File: src/rtl/q_issue_if.sv
// Instruction capture bus from classical_ctrl plus the timed issue handshake to the back end.
interface q_issue_if;
    logic [63:0] q_inst;
    logic        q_inst_valid;
    logic [1:0]  q_kind;
    logic        q_time_write;
    logic [63:0] q_time_reg;
    logic [63:0] o_inst;
    logic [1:0]  o_kind;
    logic        o_valid;
    logic        i_ready;

    modport master (
        output q_inst, q_inst_valid, q_kind, q_time_write, q_time_reg, i_ready,
        input  o_inst, o_kind, o_valid
    );

    modport slave (
        input  q_inst, q_inst_valid, q_kind, q_time_write, q_time_reg, i_ready,
        output o_inst, o_kind, o_valid
    );
endinterface

File: src/rtl/q_issue_queue.sv
// Timed issue queue: tags each captured instruction with the running QWAIT schedule
// and releases it once the run timer reaches that tag.
//   state  | meaning
//   S_IDLE | timer held at 0, queue fills, nothing issues
//   S_RUN  | timer counts, due head entries issue
//   S_DONE | program ended and everything drained
module q_issue_queue #(
    parameter int DEPTH = 16,
    parameter int TS_W  = 32
) (
    input  logic                       clk,
    input  logic                       rst,
    input  logic                       i_start,
    input  logic                       i_flush,
    input  logic                       i_prog_end,
    q_issue_if.slave                   io_q,
    output logic                       o_full,
    output logic                       o_empty,
    output logic [$clog2(DEPTH+1)-1:0] o_count,
    output logic [TS_W-1:0]            o_timeline,
    output logic                       o_overflow,
    output logic                       o_late,
    output logic                       o_done
);
    localparam int AW = $clog2(DEPTH);
    localparam int CW = $clog2(DEPTH + 1);
    localparam logic [CW-1:0]   FULL_CNT = CW'(DEPTH);
    localparam logic [TS_W-1:0] HALF     = {1'b1, {(TS_W-1){1'b0}}};

    typedef enum logic [1:0] {S_IDLE, S_RUN, S_DONE} state_t;
    state_t r_state, w_state_nxt;

    logic [63:0]     r_mem_inst [DEPTH];
    logic [1:0]      r_mem_kind [DEPTH];
    logic [TS_W-1:0] r_mem_tag  [DEPTH];
    logic [AW-1:0]   r_wr_ptr, r_rd_ptr;
    logic [CW-1:0]   r_count;
    logic [TS_W-1:0] r_t_now, r_t_sched;
    logic            r_end_pend;
    logic [63:0]     r_out_inst;
    logic [1:0]      r_out_kind;
    logic            r_out_valid, r_overflow, r_late;

    logic [TS_W-1:0] w_sched_nxt, w_head_tag, w_head_age, w_sched_age;
    logic w_empty, w_full, w_head_due, w_sched_due, w_pop, w_push, w_drop;
    logic w_done_cond, w_restart;

    // A same-cycle QWAIT already counts towards the tag of a simultaneous push.
    assign w_sched_nxt = io_q.q_time_write ? r_t_sched + io_q.q_time_reg[TS_W-1:0] : r_t_sched;
    assign w_head_tag  = r_mem_tag[r_rd_ptr];
    assign w_head_age  = r_t_now - w_head_tag;
    assign w_sched_age = r_t_now - r_t_sched;
    // Wrap-safe due test: the age is non-negative when its MSB is clear.
    assign w_head_due  = w_head_age < HALF;
    assign w_sched_due = w_sched_age < HALF;

    assign w_empty     = (r_count == '0);
    assign w_full      = (r_count == FULL_CNT);
    assign w_pop       = (r_state == S_RUN) && !w_empty && w_head_due && (!r_out_valid || io_q.i_ready);
    assign w_push      = io_q.q_inst_valid && (!w_full || w_pop);
    assign w_drop      = io_q.q_inst_valid && w_full && !w_pop;
    assign w_done_cond = r_end_pend && w_empty && !r_out_valid && w_sched_due;

    always_ff @(posedge clk) begin
        if (!rst) r_state <= S_IDLE;
        else      r_state <= w_state_nxt;
    end

    always_comb begin
        w_state_nxt = r_state;
        w_restart   = 1'b0;
        if (i_flush) begin
            w_state_nxt = S_IDLE;
        end else begin
            case (r_state)
                S_IDLE: if (i_start) w_state_nxt = S_RUN;
                S_RUN:  if (w_done_cond) w_state_nxt = S_DONE;
                S_DONE: if (i_start) begin
                    w_state_nxt = S_RUN;
                    w_restart   = 1'b1;
                end
                default: w_state_nxt = S_IDLE;
            endcase
        end
    end

    always_ff @(posedge clk) begin
        if (w_push) begin
            r_mem_inst[r_wr_ptr] <= io_q.q_inst;
            r_mem_kind[r_wr_ptr] <= io_q.q_kind;
            r_mem_tag[r_wr_ptr]  <= w_sched_nxt;
        end
    end

    always_ff @(posedge clk) begin
        if (!rst) begin
            r_wr_ptr    <= '0;
            r_rd_ptr    <= '0;
            r_count     <= '0;
            r_t_now     <= '0;
            r_t_sched   <= '0;
            r_end_pend  <= 1'b0;
            r_out_inst  <= '0;
            r_out_kind  <= '0;
            r_out_valid <= 1'b0;
            r_overflow  <= 1'b0;
            r_late      <= 1'b0;
        end else if (i_flush) begin
            r_wr_ptr    <= '0;
            r_rd_ptr    <= '0;
            r_count     <= '0;
            r_t_now     <= '0;
            r_t_sched   <= '0;
            r_end_pend  <= 1'b0;
            r_out_inst  <= '0;
            r_out_kind  <= '0;
            r_out_valid <= 1'b0;
        end else begin
            if (w_push) r_wr_ptr <= r_wr_ptr + 1'b1;
            if (w_pop)  r_rd_ptr <= r_rd_ptr + 1'b1;
            if (w_push && !w_pop)      r_count <= r_count + 1'b1;
            else if (w_pop && !w_push) r_count <= r_count - 1'b1;

            r_t_sched <= w_restart ? '0 : w_sched_nxt;
            if (w_restart)             r_t_now <= '0;
            else if (r_state == S_RUN) r_t_now <= r_t_now + 1'b1;

            if (w_restart)                              r_end_pend <= 1'b0;
            else if (i_prog_end && r_state != S_DONE)   r_end_pend <= 1'b1;

            if (w_pop) begin
                r_out_inst  <= r_mem_inst[r_rd_ptr];
                r_out_kind  <= r_mem_kind[r_rd_ptr];
                r_out_valid <= 1'b1;
                if (r_t_now != w_head_tag) r_late <= 1'b1;
            end else if (r_out_valid && io_q.i_ready) begin
                r_out_valid <= 1'b0;
            end

            if (w_drop) r_overflow <= 1'b1;
        end
    end

    generate
        if (TS_W < 64) begin : g_treg_unused
            logic w_unused_treg;
            assign w_unused_treg = ^io_q.q_time_reg[63:TS_W];
        end
    endgenerate

    assign io_q.o_inst  = r_out_inst;
    assign io_q.o_kind  = r_out_kind;
    assign io_q.o_valid = r_out_valid;
    assign o_full       = w_full;
    assign o_empty      = w_empty;
    assign o_count      = r_count;
    assign o_timeline   = r_t_sched;
    assign o_overflow   = r_overflow;
    assign o_late       = r_late;
    assign o_done       = (r_state == S_DONE);
endmodule

File: src/flat_wrapper.sv
// flat-port wrapper written by rule: the top's interface ports become plain ports
module q_issue_queue_flat 
#(
    parameter int DEPTH = 16,
    parameter int TS_W  = 32
)
  (clk, rst, i_start, i_flush, i_prog_end, o_full, o_empty, o_count, o_timeline, o_overflow, o_late, o_done, io_q_q_inst, io_q_q_inst_valid, io_q_q_kind, io_q_q_time_write, io_q_q_time_reg, io_q_i_ready, io_q_o_inst, io_q_o_kind, io_q_o_valid);
  q_issue_if io_q_i ();
  input  logic clk;
  input  logic rst;
  input  logic i_start;
  input  logic i_flush;
  input  logic i_prog_end;
  output logic o_full;
  output logic o_empty;
  output logic [$clog2(DEPTH+1)-1:0] o_count;
  output logic [TS_W-1:0] o_timeline;
  output logic o_overflow;
  output logic o_late;
  output logic o_done;
  input wire logic [$bits(io_q_i.q_inst)-1:0] io_q_q_inst;
  input wire logic [$bits(io_q_i.q_inst_valid)-1:0] io_q_q_inst_valid;
  input wire logic [$bits(io_q_i.q_kind)-1:0] io_q_q_kind;
  input wire logic [$bits(io_q_i.q_time_write)-1:0] io_q_q_time_write;
  input wire logic [$bits(io_q_i.q_time_reg)-1:0] io_q_q_time_reg;
  input wire logic [$bits(io_q_i.i_ready)-1:0] io_q_i_ready;
  output wire logic [$bits(io_q_i.o_inst)-1:0] io_q_o_inst;
  output wire logic [$bits(io_q_i.o_kind)-1:0] io_q_o_kind;
  output wire logic [$bits(io_q_i.o_valid)-1:0] io_q_o_valid;
  assign io_q_i.q_inst = io_q_q_inst;
  assign io_q_i.q_inst_valid = io_q_q_inst_valid;
  assign io_q_i.q_kind = io_q_q_kind;
  assign io_q_i.q_time_write = io_q_q_time_write;
  assign io_q_i.q_time_reg = io_q_q_time_reg;
  assign io_q_i.i_ready = io_q_i_ready;
  assign io_q_o_inst = io_q_i.o_inst;
  assign io_q_o_kind = io_q_i.o_kind;
  assign io_q_o_valid = io_q_i.o_valid;
  q_issue_queue #(.DEPTH(DEPTH), .TS_W(TS_W)) u_core (.clk(clk), .rst(rst), .i_start(i_start), .i_flush(i_flush), .i_prog_end(i_prog_end), .io_q(io_q_i), .o_full(o_full), .o_empty(o_empty), .o_count(o_count), .o_timeline(o_timeline), .o_overflow(o_overflow), .o_late(o_late), .o_done(o_done));
endmodule
File: config.mk
export PLATFORM = sky130hd
export DESIGN_NAME = q_issue_queue_flat
export DESIGN_NICKNAME = d
export VERILOG_FILES = /design/src/rtl/q_issue_if.sv /design/src/rtl/q_issue_queue.sv /design/src/flat_wrapper.sv
export SDC_FILE = /design/constraint.sdc
export NUM_CORES = 2
export LEC_CHECK = 0
export CORE_ASPECT_RATIO = 2
export CORE_MARGIN = 2
export CORE_UTILIZATION = 60
export CTS_BUF_LIST = sky130_fd_sc_hd__clkbuf_4 sky130_fd_sc_hd__clkbuf_8 sky130_fd_sc_hd__clkbuf_16
export CTS_CLUSTER_SIZE = 20
export DETAILED_ROUTE_END_ITERATION = 6
export GPL_TIMING_DRIVEN = 1
export PLACE_DENSITY_LB_ADDON = 0.25
export SYNTH_ARGS = -nofsm -noshare
export SYNTH_HDL_FRONTEND = slang
export SYNTH_SLANG_ARGS = --single-unit
export TNS_END_PERCENT = 1
File: constraint.sdc
create_clock -name clk -period 24.7 [get_ports clk]
set_input_delay 3.705 -clock clk [delete_from_list [all_inputs] [get_ports clk]]
set_output_delay 3.705 -clock clk [all_outputs]
set_load 0.02 [all_outputs]
==> results.cfg <==
[sta]
setup_viol_count_final = 0
hold_violations = 0
fmaxAchievable_mhz = 114.6
fin_skew_ps = 33.27
fin_setup_tns_ps = 0
slew_headroom = 0.08463
grt_setup_unrepaired = no
slew_violations = 0
fin_crit_sh = 0.3533
worst_slew_pin_slew_ps = 1368
setup_ws_ps = 15970
min_period_ps = 8727

[drt]
drtPass1Iterations = 5
wl_per_cell_um = 30.27
vias = 33500
ant_nets = 0
viasPerCell = 6.512
drt_iter0_markers = 3264
drc = 0
wirelength_um = 155700

[layout]
area_delta_synth_final_pct = 13.05
layout.area.seq_um2 = 50170
num-fill-cells = 6893
finalNetCount = 3769
multi_input_area_um2 = 16820
stdcell_count = 5145
drive_gt1_frac = 0.2298
post-route-util = 0.6830

[worst_setup_path]
max_stage_delay_ps = 880
cp.depth = 16
worstPathMaxFanout = 47
crit_family = buffers and inverters
r2r_slack_ps = 15970
r2r_cells = 16
worstSetupStartpointType = flip-flop
crit_chain = buf_4, mux4_2, mux4_2, inv_1, ha_1, nand4_1, nor3_1, o21ai_0, a31oi_1, o21ai_1, a31o_1, inv_2, nand2_1, nor2_4, buf_4, buf_4
cpMostUsedCell = buf_4
rr_endpoint = u_core.r_mem_inst[12][50]
crit_type = flip-flop to flip-flop
endpoint = u_core.r_mem_inst[12][50]
endpoint_kind = flip-flop
cp_slowest_cell = buf_4
cp_data_arrival_time_ps = 9120
worstPathRequired_ps = 25090
critPathBufInv = 5

[cts]
insertion_delay_ps = 780
clock-sinks = 1721
path_clk_slew_ps = 70
cts_root_buf = clkbuf_16
cts_tree = built
cts_made_buffers = 142
cts_resized = 0
cts_hold_buf = 0
clock_path_buffers = 3
cts_max_level = 4
cts_setup_buffers = 0

[yosys]
synth_area_per_cell_um2 = 20.84
synth_area_leader_cell = edfxtp_1
synth_fp_nets = 3492
synth_edf_count = 1568
synth_top_area_frac = 0.6951
synth-warning-count = 0
synth_cell_types = 59
ys_ff_latch = 1721
async_reset_ff_frac = 0
synthesis.area_um2 = 67740
ys.flop_type = edfxtp_1
synth.yosys.seq_area_share = 0.7403
synth_area_leaders = edfxtp_1 70%, mux4_2 16%, dfxtp_1 4.5%
syn_inst = 3250

[floorplanning]
start_util = 0.6042
rows = 174
die_w_um = 241.6
dieArea_um2 = 115800
core_um2 = 112100
pin_count = 247
die_h_um = 479.2

[power]
power.density_nw_per_um2 = 74.63
ir_drop_uv = 81.88
leakage_nw = 24.69

[global_routing]
grt_pass1_wl_um = 229100
grt_pass1_vias = 35180
antenna_found_initial = 15
grt_overflow = 0
grt_max_degree = 91
grt_util_all_layers = 0.2730

[outcome]
status = complete, no violations

[place]
place_congestion = 0.9103
dpl.hpwl_um = 83080
pre_cts_ws_ps = 15960
numPlacedInstances = 4879
io_buffers = 214

[min_path]
min_path_cells = 1
min_path_type = flip-flop to flip-flop

[run]
maxCapViolations = 0
## cell usage in the layout, fill, tap and decap left out, types with 13 or more instances in the layout
master           Yosys  final
a21o_1              41     41
a21oi_1             56     56
and2_1              29     28
and3_1              14     14
buf_4                8     67
clkbuf_16            0    146
clkbuf_4             0     22
clkdlybuf4s50_1      0    213
clkinv_1             0     21
clkinv_2             0     23
clkinvlp_4           0     13
dfxtp_1            153    146
edfxtp_1          1568   1568
ha_1               102    102
inv_1               77     77
mux2i_1             87     83
mux4_2             489    489
nand2_1             67     66
nand3_1             24     24
nand4_1             18     18
nor2_1             154    142
o21ai_0             37     37
or3_1               13     13
xnor2_1             28     28
xor2_1              34     34
## cells by family after synthesis
group,Yosys count,share of synthesized area
AND/OR/NAND/NOR,369,0.02549
XOR/XNOR,62,0.008017
adder cells (fa/ha/maj),104,0.01943
multiplexers,580,0.1761
flip-flops,1721,0.7403
buffers and inverters,228,0.01328
AO/OA/AOI/OAI,186,0.01734
## final cells by class
type / instances / area share
timing repair buffer: 283 / 0.03500
clock buffer: 178 / 0.05166
tap: 1496 / 0.02444
inverter: 78 / 0.003823
sequential: 1721 / 0.6552
clock inverter: 85 / 0.01007
antenna: 3 / 0.00009804
multi-input combinational: 1301 / 0.2197
## power breakdown
part / internal [W] / total, W / switching, W
Clock: 0.00124 / 0.00226 / 0.00103
Combinational: 0.0000867 / 0.000225 / 0.000138
Sequential: 0.00322 / 0.00323 / 0.00000987
## synthesized netlist by cell type (all sizes together), types with 18 or more instances
master / n
nor2: 154
buf: 46
clkbuf: 104
nand3: 24
xor2: 34
mux2i: 87
ha: 102
o21ai: 38
nand4: 18
dfxtp: 153
nand2: 67
a21o: 41
xnor2: 28
a21oi: 56
mux4: 489
inv: 78
edfxtp: 1568
and2: 29
## flip-flops by register name, summed over array words and instances (netlist names), named ones only
name,flops
u_core.io_q.o_inst,64
u_core.io_q.o_kind,2
u_core.io_q.o_valid,1
u_core.o_count,5
u_core.o_late,1
u_core.o_overflow,1
u_core.o_timeline,32
u_core.r_end_pend,1
u_core.r_mem_inst,1024
u_core.r_mem_kind,32
u_core.r_mem_tag,512
u_core.r_rd_ptr,4
u_core.r_state,2
u_core.r_t_now,32
u_core.r_wr_ptr,4
## worst min-delay path by stage
stage / end / from
floorplan: u_core.r_end_pend / u_core.r_end_pend
global placement: u_core.o_late / u_core.o_late
detailed placement: u_core.o_late / u_core.o_late
CTS: u_core.o_late / u_core.o_late
global route: u_core.o_late / u_core.o_late
finish: u_core.o_late / u_core.o_late
## stage by stage
stage	hold slack, ps	area [µm²]	total power, W
2_1_floorplan	437.2	67740	0.003412
3_3_place_gp	455.6	71830	0.003501
5_1_grt	500.2	76580	0.005861
3_5_place_dp	458.2	71830	0.003514
6_report	466.9	76580	0.005715
4_1_cts	474.2	76550	0.005748
## routing by layer
| metal | up-vias | global-route usage | wire length, µm |
|---|---|---|---|
| met2 | 1600 | 0.4808 | 83310 |
| met4 | 22 | 0.1004 | 5483 |
| met3 | 309 | 0.04466 | 11180 |
| li1 | 13900 | - | - |
| met1 | 17670 | 0.3437 | 55610 |
| met5 | - | 0 | 149 |
## worst reg2reg max path, cell delays in order, from the launching register on
cell and delay [ps]:
dfxtp_4 770, buf_4 860, mux4_2 700, mux4_2 480, inv_1 120, ha_1 160, nand4_1 120, nor3_1 810
o21ai_0 200, a31oi_1 600, o21ai_1 200, a31o_1 300, inv_2 170, nand2_1 260, nor2_4 840, buf_4 890
buf_4 820
Power figures use the tool's default switching activity.
